[src/rtl/swiglu_gate_mul.sv]
// Streaming SwiGLU gate multiplier: joins the SiLU (A) and up-projection (B) streams and emits the
// rounded element-wise product through a 2-stage backpressured pipeline. Optional: SWIGLU_GATE_SAT_EN.
module swiglu_gate_mul #(
  parameter int DIM       = 1,
  parameter int WIDTH     = 16,
  parameter int FRAC      = 8,
  parameter int VEC_BEATS = 4
) (
  input  logic                 clk,
  input  logic                 rst,
  input  logic                 a_valid,
  output logic                 a_ready,
  input  logic [DIM*WIDTH-1:0] a_data,
  input  logic                 b_valid,
  output logic                 b_ready,
  input  logic [DIM*WIDTH-1:0] b_data,
  output logic                 out_valid,
  input  logic                 out_ready,
  output logic [DIM*WIDTH-1:0] out_data,
  output logic                 out_last
);

  localparam int PW = 2 * WIDTH;
  localparam int CW = (VEC_BEATS > 1) ? $clog2(VEC_BEATS) : 1;
  localparam logic [PW:0] RND = (PW+1)'((FRAC > 0) ? (2 ** (FRAC - 1)) : 0);

  logic                 s1_valid;
  logic                 s1_last;
  logic signed [PW-1:0] s1_prod [DIM];
  logic [CW-1:0]        beat_cnt;
  logic [DIM*WIDTH-1:0] rounded;
  logic                 s1_rdy;
  logic                 s2_rdy;
  logic                 fire;
  logic                 cnt_at_last;

  // Stage 2 is out_valid/out_data/out_last; a full stage frees up when its consumer takes it.
  assign s2_rdy      = !out_valid | out_ready;
  assign s1_rdy      = !s1_valid | s2_rdy;
  assign fire        = a_valid & b_valid & s1_rdy;
  assign a_ready     = b_valid & s1_rdy;
  assign b_ready     = a_valid & s1_rdy;
  assign cnt_at_last = (beat_cnt == CW'(VEC_BEATS - 1));

  // Round half away from zero on the magnitude, then restore the sign and fit to WIDTH.
  function automatic logic [WIDTH-1:0] round_lane(input logic signed [PW-1:0] p);
    // NOTE: function locals are plain temporaries, so blocking assignment is correct here;
    // registered state below always uses non-blocking assignment.
    logic [PW:0]          mag;
    logic [PW:0]          q;
    logic signed [PW+1:0] r;
`ifdef SWIGLU_GATE_SAT_EN
    logic signed [PW+1:0] smax;
    logic signed [PW+1:0] smin;
`endif
    mag = p[PW-1] ? ({1'b0, ~p} + (PW+1)'(1)) : {1'b0, p};
    q   = (mag + RND) >> FRAC;
    r   = p[PW-1] ? -$signed({1'b0, q}) : $signed({1'b0, q});
`ifdef SWIGLU_GATE_SAT_EN
    smax = $signed({{(PW+3-WIDTH){1'b0}}, {(WIDTH-1){1'b1}}});
    smin = ~smax;
    if (r > smax)      round_lane = smax[WIDTH-1:0];
    else if (r < smin) round_lane = smin[WIDTH-1:0];
    else               round_lane = r[WIDTH-1:0];
`else
    round_lane = r[WIDTH-1:0];
`endif
  endfunction

  always_comb begin
    // NOTE: default every always_comb output first so no path leaves it unassigned (no latch).
    rounded = '0;
    for (int j = 0; j < DIM; j++) begin
      rounded[j*WIDTH +: WIDTH] = round_lane(s1_prod[j]);
    end
  end

  // NOTE: stage-1 product registers carry no reset; s1_valid qualifies them, so leaving the wide
  // datapath unreset is safe and keeps the reset net small.
  always_ff @(posedge clk) begin
    if (fire) begin
      for (int j = 0; j < DIM; j++) begin
        s1_prod[j] <= $signed(a_data[j*WIDTH +: WIDTH]) * $signed(b_data[j*WIDTH +: WIDTH]);
      end
    end
  end

  always_ff @(posedge clk or posedge rst) begin
    if (rst) begin
      s1_valid  <= 1'b0;
      s1_last   <= 1'b0;
      beat_cnt  <= '0;
      out_valid <= 1'b0;
      out_data  <= '0;
      out_last  <= 1'b0;
    end else begin
      if (s1_rdy) begin
        s1_valid <= fire;
      end
      if (fire) begin
        s1_last  <= cnt_at_last;
        beat_cnt <= cnt_at_last ? '0 : beat_cnt + CW'(1);
      end
      // A stalled stage 2 holds its beat; when it drains, the same edge refills it from stage 1.
      if (s2_rdy) begin
        out_valid <= s1_valid;
        if (s1_valid) begin
          out_data <= rounded;
          out_last <= s1_last;
        end
      end
    end
  end

endmodule

[config.mk]
export PLATFORM = sky130hd
export DESIGN_NAME = swiglu_gate_mul
export DESIGN_NICKNAME = d
export VERILOG_FILES = /design/src/rtl/swiglu_gate_mul.sv
export SDC_FILE = /design/constraint.sdc
export NUM_CORES = 1
export LEC_CHECK = 0
export ABC_AREA = 1
export BUFFER_PORTS_ARGS = -buffer_cell sky130_fd_sc_hd__buf_2
export CORE_MARGIN = 8
export CORE_UTILIZATION = 55
export DETAILED_ROUTE_END_ITERATION = 10
export HOLD_SLACK_MARGIN = 0.02
export PLACE_DENSITY = 0.75
export SYNTH_ARGS = -nofsm -noshare
export SYNTH_HDL_FRONTEND = slang
export SYNTH_SLANG_ARGS = --single-unit
[constraint.sdc]
create_clock -name clk -period 2.4 [get_ports clk]
set_input_delay 0.24 -clock clk [delete_from_list [all_inputs] [get_ports clk]]
set_output_delay 0.24 -clock clk [all_outputs]
set_load 0.05 [all_outputs]
==> metrics.cfg <==
[outcome]
status = complete, but fails checks
violations = setup timing

[drt]
via_per_inst = 5.07
route.detailed.drc = 0
drtPass1Iterations = 5
num_vias = 11000
routed_wl_um = 32500
wire_per_inst_um = 15.0
drtIter0Drc = 598
detail-route-antenna-nets = 0

[grt]
grt_pass1_wl_um = 53600
grt-ovfl-total = 0
grt_use_total_pct = 22.7
grt_pass1_vias = 12000
antenna_found_initial = 0
grt_max_degree = 30

[synthesis]
synth_top_flop_cell = edfxtp_1
synth_top_area_share_pct = 40.8
syn_avg_cell_area_um2 = 7.94
ys_seq_area_share_pct = 10.1
syn-cell-area_mm2 = 0.0129
yosys.cell_types.count = 38
synth-async-reset-ratio_pct = 46.8
syn_nets = 2004
synth_warnings = 0
synth_seq_cells = 47
synth_most_common_cell = inv_1
synthCells = 1620
ys_top_cells_by_area = fa_1 (41%), inv_1 (14%), nand2_1 (12%)
synthTopCellsByCount = inv_1 (472), nand2_1 (409), fa_1 (262), ha_1 (85), clkbuf_1 (60)
synth_largest_area_cell = fa_1
synth_edf_count = 25

[sta]
tightest_slew_ns = 0.864
timing.fmax_mhz = 198
setup_viol = 33
post-route-period-util_pct = 211
hold_viol_final = 0
finalMaxSlewViolations = 0
clock_skew_ns = 0.00383
slew_headroom_pct = 42.4
hold_ws_ns = 0.126
finalWorstSetupSlack_ns = -2.66
rsz0062_at_grt = true
min_period_ns = 5.06

[setup_path]
worstSetupStartpointType = primary input
worst_setup_path_end_kind = flip-flop
reg2reg_depth = 18
crit_required_ns = 2.44
worstPathArrival_ns = 5.10
worstSetupPathType = in -> reg
critPathMaxFanout = 5

[clock_network]
cts-root-buf = clkbuf_16
cts_num_sinks = 47
htreeDepth = 2
cts_tree = done
cts_made_buffers = 5
path_clk_slew_ns = 0.06
clk_path_buf_depth = 2
insertion_delay_ns = 0.28

[die]
die_area_mm2 = 0.0285
rows = 56
initial_utilization_pct = 55.5
core-area_mm2 = 0.0232
die_h_um = 169
die_w_um = 169
ios = 57

[layout]
final_util_pct = 72.5
drive_gt1_share_pct = 32.3
final_nets = 2226
area_growth_pct = 30.7
diodes = 0

[place]
dpl.hpwl_um = 25200
port_buffers = 56
finalWeightedCongestion = 0.900

[flow_run]
maxCapViolCount = 0

[hold_path]
hold_class = in -> async

placed cells by master (no fill, tap or decap), drive strengths merged:
cell type / n
edfxtp: 25
a21o: 1
ha: 85
a21oi: 31
buf: 277
fa: 262
o221ai: 1
xnor2: 16
or2: 6
nor3: 3
nor2: 64
and2: 1
bufbuf: 1
o211a: 1
inv: 476
nand3: 50
nand4: 9
clkinv: 2
xor2: 24
a41oi: 1
dfrtp: 22
nand3b: 8
clkbuf: 9
o21ai: 31
o21bai: 3
o21a: 1
mux2: 1
nand2: 431
a21boi: 1
flip-flops by register name, indices dropped and copies added (netlist names):
register and flops:
out_data 16, s1_valid 1, beat_cnt 2, s1_last 1
out_last 1, out_valid 1, s1_prod 25
kinds of logic after synthesis:
| kind of cell | Yosys count | synth area share, % |
|---|---|---|
| buf+inv | 542 | 15.9 |
| fa+ha+maj | 347 | 49.0 |
| mux | 1 | 0.0875 |
| compound gates | 71 | 3.03 |
| xor+xnor | 40 | 2.72 |
| flops | 47 | 10.1 |
| simple gates | 572 | 19.1 |
final timing paths:
path | end | slack (ns) | from
worst min-delay path | s1_valid$_DFFE_PP0N_ | 0.13 | rst
max in group asynchronous | out_data[0]$_DFFE_PP0P_ | 1.74 | rst
worst max register to register | out_data[14]$_DFFE_PP0P_ | -0.24 | s1_prod[0][4]$_DFFE_PP_
worst min register to register | out_data[12]$_DFFE_PP0P_ | 0.47 | out_data[12]$_DFFE_PP0P_
worst max-delay path | s1_prod[0][23]$_DFFE_PP_ | -2.66 | a_data[15]
min in group clk | out_valid$_DFFE_PP0P_ | 0.23 | out_ready
critical path, stage by stage:
cell and delay, ns:
buf_12 0.11, buf_6 0.11, nand2_4 0.06, inv_2 0.04, fa_2 0.62, buf_6 0.12
inv_6 0.04, fa_1 0.52, inv_1 0.09, fa_1 0.54, fa_1 0.45, fa_1 0.59
inv_2 0.05, fa_1 0.49, inv_2 0.05, ha_4 0.16, a21oi_2 0.17, o21bai_1 0.10
a21oi_2 0.15, nand3_2 0.09, buf_4 0.14, xor2_1 0.16
routing by layer:
metal	track usage (%)	routed length, µm	up-vias
met5	0	0	-
met4	6.72	1170	0
met3	1.79	1560	120
met2	44.0	17700	364
met1	26.0	12100	5414
li1	-	-	5067
final cells by class:
type,count,area (µm²)
clock buffers,6,129
clock inverters,2,7.51
fillers,1560,6370
inverters,476,1790
multi-input cells,1031,10600
flip-flops and latches,47,1300
well taps,319,399
repair buffers,281,2560
per-stage QoR:
stage / cells / setup WS, ns / area (µm²) / setup TNS (ns)
6_report: 2162 / -2.66 / 16800 / -42.29
5_1_grt: 2162 / -2.79 / 16800 / -46.94
4_1_cts: 2137 / -2.49 / 16200 / -39.53
3_5_place_dp: 2100 / -3.05 / 15100 / -49.57
3_3_place_gp: 2100 / -2.95 / 15100 / -47.77
2_1_floorplan: 1620 / -2.82 / 13800 / -41.44
timing repair:
item                       4_1_cts  5_1_grt
setup buffers                   28       29
hold buffers                     0        0
pin swaps                      123       90
resized for setup              223      124
setup endpoints to repair       32       34
gates cloned                     2        3
Power is not shown: default switching activity piles up to over one toggle a cycle in this logic, so the estimate is an artifact.
